<file path="config.mk">
export PLATFORM = sky130hd
export DESIGN_NAME = risc_core_mc
export DESIGN_NICKNAME = d
export VERILOG_FILES = /design/src/rtl/risc_pkg.sv /design/src/rtl/risc_regfile.sv /design/src/rtl/risc_core_mc.sv
export SDC_FILE = /design/constraint.sdc
export NUM_CORES = 1
export LEC_CHECK = 0
export ABC_AREA = 1
export BUFFER_PORTS_ARGS = -buffer_cell sky130_fd_sc_hd__buf_4
export CAP_MARGIN = 40
export CORE_MARGIN = 10
export CORE_UTILIZATION = 55
export DETAILED_ROUTE_END_ITERATION = 8
export HOLD_SLACK_MARGIN = 0.03
export PLACE_DENSITY_LB_ADDON = 0.1
export SLEW_MARGIN = 20
export SYNTH_ARGS = -nofsm -noshare
export SYNTH_HDL_FRONTEND = slang
export SYNTH_SLANG_ARGS = --single-unit
</file>
<file path="constraint.sdc">
create_clock -name clk -period 8.2 [get_ports clk]
set_input_delay 1.64 -clock clk [delete_from_list [all_inputs] [get_ports clk]]
set_output_delay 1.64 -clock clk [all_outputs]
set_load 0.01 [all_outputs]
</file>
<file path="src/rtl/risc_pkg.sv">
// Shared definitions for the multi-cycle RISC core: opcodes, FSM states, field widths.
package risc_pkg;

  localparam int OPC_W = 4;

  localparam logic [OPC_W-1:0] OP_NOP  = 4'd0;
  localparam logic [OPC_W-1:0] OP_ADD  = 4'd1;
  localparam logic [OPC_W-1:0] OP_SUB  = 4'd2;
  localparam logic [OPC_W-1:0] OP_AND  = 4'd3;
  localparam logic [OPC_W-1:0] OP_NOT  = 4'd4;
  localparam logic [OPC_W-1:0] OP_RD   = 4'd5;
  localparam logic [OPC_W-1:0] OP_WR   = 4'd6;
  localparam logic [OPC_W-1:0] OP_BR   = 4'd7;
  localparam logic [OPC_W-1:0] OP_BRZ  = 4'd8;
  localparam logic [OPC_W-1:0] OP_HALT = 4'd9;

  typedef enum logic [2:0] {
    S_FETCH  = 3'd0,
    S_DECODE = 3'd1,
    S_EXEC   = 3'd2,
    S_FETCH2 = 3'd3,
    S_RD     = 3'd4,
    S_WR     = 3'd5,
    S_BRANCH = 3'd6,
    S_HALT   = 3'd7
  } state_t;

endpackage

</file>
<file path="src/rtl/risc_regfile.sv">
// General register file: two asynchronous read ports, one synchronous write port.
module risc_regfile #(
  parameter int WORD_SIZE = 16,
  parameter int REG_COUNT = 8,
  parameter int RW        = $clog2(REG_COUNT)
) (
  input  logic                 clk,
  input  logic                 rst,
  input  logic                 we,
  input  logic [RW-1:0]        waddr,
  input  logic [WORD_SIZE-1:0] wdata,
  input  logic [RW-1:0]        raddr_a,
  input  logic [RW-1:0]        raddr_b,
  output logic [WORD_SIZE-1:0] rdata_a,
  output logic [WORD_SIZE-1:0] rdata_b
);

  logic [WORD_SIZE-1:0] regs [REG_COUNT];

  // Register storage: cleared by reset, one write per cycle.
  always_ff @(posedge clk or negedge rst) begin
    if (!rst) begin
      for (int i = 0; i < REG_COUNT; i++) regs[i] <= '0;
    end else if (we) begin
      regs[waddr] <= wdata;
    end
  end

  assign rdata_a = regs[raddr_a];
  assign rdata_b = regs[raddr_b];

endmodule

</file>
<file path="src/rtl/risc_core_mc.sv">
// Multi-cycle RISC core with a req/ready memory port, HALT/run control and an
// illegal-opcode flag. ALU, PC/IR/AR, Z flag and control FSM live here.
// Memory handshake: mem_req is registered and raised on entry to an access state;
// mem_addr/mem_we/mem_wdata stay constant while mem_req is high; an access completes
// in the cycle where mem_req & mem_ready, and mem_rdata is sampled in that cycle.
module risc_core_mc
  import risc_pkg::*;
#(
  parameter int WORD_SIZE = 16,
  parameter int REG_COUNT = 8,
  parameter int ADDR_SIZE = 16
) (
  input  logic                 clk,
  input  logic                 rst,
  input  logic                 run,
  output logic                 mem_req,
  output logic                 mem_we,
  output logic [ADDR_SIZE-1:0] mem_addr,
  output logic [WORD_SIZE-1:0] mem_wdata,
  input  logic [WORD_SIZE-1:0] mem_rdata,
  input  logic                 mem_ready,
  output logic                 halted,
  output logic                 illegal,
  output logic [ADDR_SIZE-1:0] pc_out
);

  localparam int RW = $clog2(REG_COUNT);
  localparam logic [ADDR_SIZE-1:0] PC_ONE = ADDR_SIZE'(1);

  state_t               state;
  logic [WORD_SIZE-1:0] ir;
  logic [ADDR_SIZE-1:0] pc;
  logic [ADDR_SIZE-1:0] ar;
  logic                 z;

  logic [OPC_W-1:0]     opcode;
  logic [RW-1:0]        src;
  logic [RW-1:0]        dst;
  logic                 unused_ir;

  logic [WORD_SIZE-1:0] rs_val;
  logic [WORD_SIZE-1:0] rd_val;
  logic [WORD_SIZE-1:0] alu_res;
  logic                 rf_we;
  logic [WORD_SIZE-1:0] rf_wdata;
  logic                 done;
  logic [ADDR_SIZE-1:0] pc_inc;
  logic [ADDR_SIZE-1:0] rdata_addr;

  // Instruction fields; bits below the dest field are don't-care.
  assign opcode    = ir[WORD_SIZE-1 -: OPC_W];
  assign src       = ir[WORD_SIZE-OPC_W-1 -: RW];
  assign dst       = ir[WORD_SIZE-OPC_W-RW-1 -: RW];
  assign unused_ir = ^ir;

  assign done       = mem_req & mem_ready;
  assign pc_inc     = pc + PC_ONE;
  assign rdata_addr = mem_rdata[ADDR_SIZE-1:0];
  assign pc_out     = pc;

  risc_regfile #(
    .WORD_SIZE (WORD_SIZE),
    .REG_COUNT (REG_COUNT),
    .RW        (RW)
  ) u_regfile (
    .clk     (clk),
    .rst     (rst),
    .we      (rf_we),
    .waddr   (dst),
    .wdata   (rf_wdata),
    .raddr_a (src),
    .raddr_b (dst),
    .rdata_a (rs_val),
    .rdata_b (rd_val)
  );

  // ALU: modulo-2^WORD_SIZE arithmetic, carry/borrow dropped.
  always_comb begin
    alu_res = '0;
    case (opcode)
      OP_ADD:  alu_res = rd_val + rs_val;
      OP_SUB:  alu_res = rd_val - rs_val;
      OP_AND:  alu_res = rd_val & rs_val;
      OP_NOT:  alu_res = ~rs_val;
      default: alu_res = '0;
    endcase
  end

  // Register write-back: ALU result in EXEC, memory data when a RD completes.
  always_comb begin
    rf_we    = 1'b0;
    rf_wdata = alu_res;
    if (state == S_EXEC) begin
      rf_we = 1'b1;
    end else if (state == S_RD && done) begin
      rf_we    = 1'b1;
      rf_wdata = mem_rdata;
    end
  end

  // Control FSM with registered memory request, PC/IR/AR, Z and status flags.
  always_ff @(posedge clk or negedge rst) begin
    if (!rst) begin
      state     <= S_FETCH;
      ir        <= '0;
      pc        <= '0;
      ar        <= '0;
      z         <= 1'b0;
      mem_req   <= 1'b0;
      mem_we    <= 1'b0;
      mem_addr  <= '0;
      mem_wdata <= '0;
      halted    <= 1'b0;
      illegal   <= 1'b0;
    end else begin
      case (state)
        S_FETCH: begin
          if (done) begin
            ir      <= mem_rdata;
            pc      <= pc_inc;
            mem_req <= 1'b0;
            state   <= S_DECODE;
          end else if (!mem_req) begin
            // First fetch after reset: no access was raised on entry.
            mem_req  <= 1'b1;
            mem_we   <= 1'b0;
            mem_addr <= pc;
          end
        end
        S_DECODE: begin
          case (opcode)
            OP_ADD, OP_SUB, OP_AND, OP_NOT: state <= S_EXEC;
            OP_RD, OP_WR, OP_BR, OP_BRZ: begin
              state    <= S_FETCH2;
              mem_req  <= 1'b1;
              mem_we   <= 1'b0;
              mem_addr <= pc;
            end
            OP_HALT: begin
              state  <= S_HALT;
              halted <= 1'b1;
            end
            OP_NOP: begin
              state    <= S_FETCH;
              mem_req  <= 1'b1;
              mem_we   <= 1'b0;
              mem_addr <= pc;
            end
            default: begin
              illegal  <= 1'b1;
              state    <= S_FETCH;
              mem_req  <= 1'b1;
              mem_we   <= 1'b0;
              mem_addr <= pc;
            end
          endcase
        end
        S_EXEC: begin
          z        <= (alu_res == '0);
          state    <= S_FETCH;
          mem_req  <= 1'b1;
          mem_we   <= 1'b0;
          mem_addr <= pc;
        end
        S_FETCH2: begin
          if (done) begin
            ar <= rdata_addr;
            pc <= pc_inc;
            case (opcode)
              OP_RD: begin
                state    <= S_RD;
                mem_we   <= 1'b0;
                mem_addr <= rdata_addr;
              end
              OP_WR: begin
                state     <= S_WR;
                mem_we    <= 1'b1;
                mem_addr  <= rdata_addr;
                mem_wdata <= rs_val;
              end
              OP_BR: begin
                state   <= S_BRANCH;
                mem_req <= 1'b0;
              end
              default: begin
                if (opcode == OP_BRZ && z) begin
                  state   <= S_BRANCH;
                  mem_req <= 1'b0;
                end else begin
                  state    <= S_FETCH;
                  mem_we   <= 1'b0;
                  mem_addr <= pc_inc;
                end
              end
            endcase
          end
        end
        S_RD: begin
          if (done) begin
            state    <= S_FETCH;
            mem_addr <= pc;
          end
        end
        S_WR: begin
          if (done) begin
            state    <= S_FETCH;
            mem_we   <= 1'b0;
            mem_addr <= pc;
          end
        end
        S_BRANCH: begin
          pc       <= ar;
          state    <= S_FETCH;
          mem_req  <= 1'b1;
          mem_we   <= 1'b0;
          mem_addr <= ar;
        end
        S_HALT: begin
          if (run) begin
            halted   <= 1'b0;
            state    <= S_FETCH;
            mem_req  <= 1'b1;
            mem_we   <= 1'b0;
            mem_addr <= pc;
          end
        end
        default: state <= S_FETCH;
      endcase
    end
  end

endmodule

</file>
==> flow_metrics.env, run 1 <==
export IMPL_status="complete, no violations"
export IMPL_use_met1_pct=39.0
export IMPL_slowest_delay_ns=0.91
export IMPL_final_area_sq_um=14500
export IMPL_clock_path_buffers=3
export IMPL_crit_chain="clkinv_1 > nand3_1 > nand2_2 > ha_1 > o21ai_0 > inv_1 > fa_1 > inv_1 > nand3_1 > nand2_1 > nand2_1 > nand2_1 > a21oi_1 > o21ai_0 > nand3_1 > o21ai_0 > o21ai_0"
export IMPL_die_y_microns=174
export IMPL_syn_inst=1854
export IMPL_drc=0
export IMPL_cp_arrival_ns=5.86
export IMPL_h_tree_depth=1
export IMPL_dp_hpwl_mm=30.9
export IMPL_slew_viol_final=0
export IMPL_synth_common_cells="nand2_1 (598), o21ai_0 (237), dfrtp_1 (210), inv_1 (205), nand3_1 (126)"
export IMPL_fin_nets=1930
export IMPL_insertion_delay_ns=0.54
export IMPL_required_ns=8.57
export IMPL_drv_cap=0
export IMPL_overflow=0
export IMPL_min_period_over_period_pct=66.9
export IMPL_rsz0062_at_grt="false"
export IMPL_cts_tree="built"
export IMPL_drtIter0Drc=1598
export IMPL_cp_common_cell="o21ai_0"
export IMPL_core_area_sq_um=23300
export IMPL_fmax_ghz=0.182
export IMPL_area_growth_pct=11.3
export IMPL_critPathLaunchType="flip-flop"
export IMPL_reg2reg_depth=17
export IMPL_syn_area_sq_um=13000
export IMPL_grt_start_max_net_pins=73
export IMPL_rr_startpoint="ir[11]"
export IMPL_initial_core_util_pct=55.7
export IMPL_worst_pin_slew_ns=0.886
export IMPL_yosysTopAreaCellShare_pct=40.5
export IMPL_path_class="reg -> reg"
export IMPL_drive_above_1_share_pct=9.71
export IMPL_hold_start="ar[2]"
export IMPL_synth_edf_count=0
export IMPL_synthesis_nets=1893
export IMPL_met3_usage_pct=5.14
export IMPL_relSlewSlack_pct=40.3
export IMPL_rrSetupSlack_ns=2.71
export IMPL_synth_ff_type="dfrtp_1"
export IMPL_grt_util_all_layers_pct=27.7
export IMPL_grt_pass1_vias=11818
export IMPL_synth_seq_area_share_pct=40.5
export IMPL_setup_violations_final=0
export IMPL_clkTransAtPathRegs_ns=0.06
export IMPL_crit_path_max_fanout=19
export IMPL_fin_skew_ns=0.0252
export IMPL_avgSynthCellArea_sq_um=7.01
export IMPL_n_antenna_cell=0
export IMPL_hold_buffers=0
export IMPL_grt_first_pass_wirelength_mm=67.9
export IMPL_cts_buffers=24
export IMPL_hold_path_class="reg -> reg"
export IMPL_drt_total_wl_mm=42.6
export IMPL_postPlaceCellArea_sq_um=13700
export IMPL_cts_setup_buffers=0
export IMPL_synthArstFlopShare_pct=100
export IMPL_vias=12818
export IMPL_ys_top_cells_by_area="dfrtp_1 (40%), nand2_1 (17%), o21ai_0 (9.1%), inv_1 (5.9%), nand3_1 (4.9%)"
export IMPL_end_kind="flip-flop"
export IMPL_antenna_left=0
export IMPL_port_buffers=71
export IMPL_vias_per_cell=5.76
export IMPL_antenna_found_initial=1
export IMPL_slowest_stage="dfrtp_1"
export IMPL_drt_pass1_iter_count=6
export IMPL_die_w_microns=174
export IMPL_cts_resized=0
export IMPL_cts_root_buffer="clkbuf_16"
export IMPL_top_usage_layer="met2"
export IMPL_gr_usage_met2_pct=42.2
export IMPL_instances_no_fill=2224
export IMPL_synthMostInstantiatedCell="nand2_1"
export IMPL_yosys_warnings=0
export IMPL_pin_count=72
export IMPL_hold_end="ar[2]"
export IMPL_ys_ff_latch=210
export IMPL_holdPathStages=2
export IMPL_core_rowCount=56
export IMPL_die_area_sq_um=30200
export IMPL_yosys_area_top_type="dfrtp_1"
export IMPL_layout_min_cycle_time_ns=5.49
export IMPL_wire_per_inst_microns=19.2
export IMPL_dp_cells=2184
export IMPL_reg2reg_to="u_regfile.regs[38]"
export IMPL_yosysUniqueCellTypes=50
export IMPL_globalplace_congestion=0.964
export IMPL_tns_ns=0
export IMPL_hold_viol_final=0
export IMPL_cts_sinks=210
==> through the flow <==
step	hold WS [ns]	util [%]	setup WS, ns
floorplan	0.442	-	4.76
finish	0.472	62.0	2.71
detailed placement	0.459	58.8	2.99
global route	0.493	62.0	2.35
global placement	0.456	57.8	2.97
CTS	0.473	62.0	2.89
==> area by class of cell <==
class / instances / area (sq um)
tap: 319 / 399
inverter: 222 / 841
clock inverter: 2 / 21.3
timing repair buffer: 95 / 860
clock buffer: 38 / 703
sequential: 210 / 5260
fill: 2215 / 8880
multi-input combinational: 1338 / 6370
==> registers in the layout (all words and copies together), names as in the netlist <==
register / flops
z: 1
state: 3
halted: 1
ir: 10
mem_we: 1
u_regfile.regs: 128
illegal: 1
mem_req: 1
ar: 16
mem_wdata: 16
pc_out: 16
mem_addr: 16
==> cell families (layout without fill, tap and decap cells) <==
group | after synthesis | after routing | synth area share, %
DFF | 210 | 210 | 40.5
xor gates and xnor gates | 22 | 22 | 1.48
buffers and inverters | 306 | 357 | 10.5
and+or+nand+nor | 895 | 895 | 28.7
AOI/OAI and AO/OA | 402 | 402 | 17.0
adders and majority gates | 19 | 19 | 1.89
==> cell usage in the layout (no fill, tap or decap), types with 4 or more instances in the layout <==
cell	instances
nor2_4	5
a211oi_1	4
clkbuf_8	6
nand2_2	8
nor2_1	111
clkbuf_1	9
a41oi_1	10
buf_8	8
a221oi_1	4
nand3_1	126
inv_1	205
buf_16	4
dfrtp_1	209
or2_2	6
nor3_1	9
o211ai_1	13
a21oi_1	43
o21ai_1	38
nand3_2	7
nand2_1	598
inv_2	12
buf_4	82
o21ai_0	236
clkbuf_16	24
o22ai_1	21
xor2_1	19
ha_1	18
nor2_2	12
nand4_1	8
a31oi_1	14
==> worst max-delay path, delay by kind of cell (launching register included) <==
| family | cells | cell delay [ns] |
|---|---|---|
| buffers and inverters | 3 | 1.05 |
| adders and majority gates | 2 | 0.72 |
| AOI/OAI and AO/OA | 5 | 1.45 |
| DFF | 1 | 0.91 |
| and+or+nand+nor | 7 | 1.19 |
==> metal layers <==
| metal | vias to the layer above | routed length [microns] | part of all wire (%) |
|---|---|---|---|
| li1 | 6064 | - | - |
| met1 | 6020 | 18700 | 44 |
| met2 | 622 | 18500 | 43 |
| met3 | 110 | 3950 | 9.3 |
| met4 | 2 | 1460 | 3.4 |
| met5 | - | 13 | 0.030 |
==> worst max-delay path by stage <==
stage,startpoint,endpoint,cells past startpoint
global route,ir[11],u_regfile.regs[38],18
CTS,ir[11],u_regfile.regs[38],17
finish,ir[11],u_regfile.regs[38],17
global placement,ir[11],u_regfile.regs[102],17
detailed placement,ir[11],u_regfile.regs[22],17
floorplan,ir[9],u_regfile.regs[110],26
Power of run 1 is left out: the tool's default activity adds up to more than one toggle a clock period on the data nets, which glitch-free logic cannot reach.
==> run 2, diff against run 1 <==
clock period = 4.8 ns   (was 8.2 ns; I/O delays follow)
==> flow_metrics.env, run 2 (synthesis results as in run 1) <==
export IMPL_vias=12878
export IMPL_reg2reg_depth=20
export IMPL_instances_no_fill=2245
export IMPL_area_growth_pct=12.4
export IMPL_dp_slack_ns=0.334
export IMPL_cts_buffers=24
export IMPL_hold_path_class="in -> async"
export IMPL_relSlewSlack_pct=40.8
export IMPL_crit_chain="inv_6 > nand2_1 > nand3_1 > nand3_1 > nand2_2 > nand2_1 > nor2_1 > nand2_1 > nor2_1 > nor2_1 > xor2_1 > ha_1 > a21o_1 > a31oi_1 > nand2_1 > or2_2 > a21oi_1 > nand2_1 > o21ai_1 > o21ai_0"
export IMPL_drive_above_1_share_pct=11.1
export IMPL_h_tree_depth=1
export IMPL_whs_ns=0.334
export IMPL_layout_min_cycle_time_ns=4.44
export IMPL_antenna_left=0
export IMPL_critPathLaunchType="flip-flop"
export IMPL_cts_setup_buffers=0
export IMPL_critPathTopFamily="simple AND/OR/NAND/NOR gates"
export IMPL_rsz0062_at_grt="false"
export IMPL_die_y_microns=174
export IMPL_slowest_stage="dfrtp_2"
export IMPL_core_area_sq_um=23300
export IMPL_grt_util_all_layers_pct=27.4
export IMPL_dp_hpwl_mm=30.2
export IMPL_n_antenna_cell=0
export IMPL_fin_nets=1948
export IMPL_overflow=0
export IMPL_drtIter0Drc=1635
export IMPL_hold_viol_final=0
export IMPL_cp_startpoint="ir[9]"
export IMPL_cts_tree="built"
export IMPL_die_w_microns=174
export IMPL_wire_per_inst_microns=18.8
export IMPL_clkTransAtPathRegs_ns=0.06
export IMPL_largest_reg_flops=128
export IMPL_layout_common_cells="nand2_1 (598), o21ai_0 (235), dfrtp_1 (209)"
export IMPL_min_period_over_period_pct=92.6
export IMPL_cts_root_buffer="clkbuf_16"
export IMPL_cp_depth=20
export IMPL_drv_cap=0
export IMPL_die_area_sq_um=30200
export IMPL_slowest_delay_ns=0.52
export IMPL_clock_path_buffers=3
export IMPL_crit_path_max_fanout=51
export IMPL_setup_slack_ns=0.357
export IMPL_crit_buf_inv=1
export IMPL_cp_arrival_ns=4.82
export IMPL_cts_sinks=210
export IMPL_cts_resized=0
export IMPL_drt_total_wl_mm=42.3
export IMPL_path_class="reg -> reg"
export IMPL_core_rowCount=56
export IMPL_grt_pass1_vias=12055
export IMPL_vias_per_cell=5.74
export IMPL_port_buffers=71
export IMPL_grt_first_pass_wirelength_mm=66.9
export IMPL_fmax_ghz=0.225
export IMPL_slew_viol_final=0
export IMPL_fill_cells=2177
export IMPL_tns_ns=0
export IMPL_pin_count=72
export IMPL_end_kind="flip-flop"
export IMPL_top_register="u_regfile.regs"
export IMPL_required_ns=5.18
export IMPL_dp_cells=2202
export IMPL_drt_pass1_iter_count=6
export IMPL_status="complete, no violations"
export IMPL_antenna_found_initial=1
export IMPL_cp_common_cell="nand2_1"
export IMPL_grt_start_max_net_pins=75
export IMPL_insertion_delay_ns=0.54
export IMPL_fin_skew_ns=0.0212
export IMPL_initial_core_util_pct=55.7
export IMPL_setup_violations_final=0
export IMPL_worst_pin_slew_ns=0.879
export IMPL_rr_startpoint="ir[9]"
export IMPL_hold_buffers=0
export IMPL_globalplace_congestion=0.995
export IMPL_final_common_cell="nand2_1"
export IMPL_drc=0
run 2: area by class of cell:
cell class                      count  area [sq um]  share of cell area, %
Tap cell                          319           399                   2.73
Sequential cell                   210          5260                   36.0
Inverter                          222           841                   5.76
Clock buffer                       35           702                   4.81
Multi-Input combinational cell   1338          6390                   43.7
Clock inverter                      8           104                  0.711
Timing Repair Buffer              113           915                   6.26
run 2: routing by layer:
metal / vias to the layer above / GRT usage (%) / part of all wire, %
met5: - / 0 / 0
met4: 0 / 10.3 / 3.9
met3: 122 / 4.79 / 9.1
met2: 602 / 42.7 / 44
met1: 6049 / 37.5 / 43
li1: 6105 / - / -
run 2: stage by stage:
step                utilization, %  cell area (sq um)
global route                  62.6              14600
CTS                           62.5              14600
global placement              58.8              13700
detailed placement            59.1              13800
floorplan                        -              13000
finish                        62.6              14600
run 2: worst register-to-register path, cell delays in order, from the launching register on:
cell and delay, ns:
dfrtp_2 0.52, inv_6 0.38, nand2_1 0.12, nand3_1 0.09, nand3_1 0.12, nand2_2 0.27
nand2_1 0.11, nor2_1 0.12, nand2_1 0.12, nor2_1 0.15, nor2_1 0.08, xor2_1 0.15
ha_1 0.37, a21o_1 0.22, a31oi_1 0.24, nand2_1 0.11, or2_2 0.29, a21oi_1 0.21
nand2_1 0.08, o21ai_1 0.39, o21ai_0 0.16
run 2: final timing paths:
| path | to | slack (ns) |
|---|---|---|
| max reg2reg | u_regfile.regs[42] | 0.36 |
| max | u_regfile.regs[42] | 0.36 |
| min in group clk | ar[2] | 0.48 |
| min reg2reg | ar[2] | 0.48 |
| min | mem_wdata[1] | 0.33 |
| max in group asynchronous | u_regfile.regs[102] | 3.71 |
Power of run 2 is left out for the same reason.
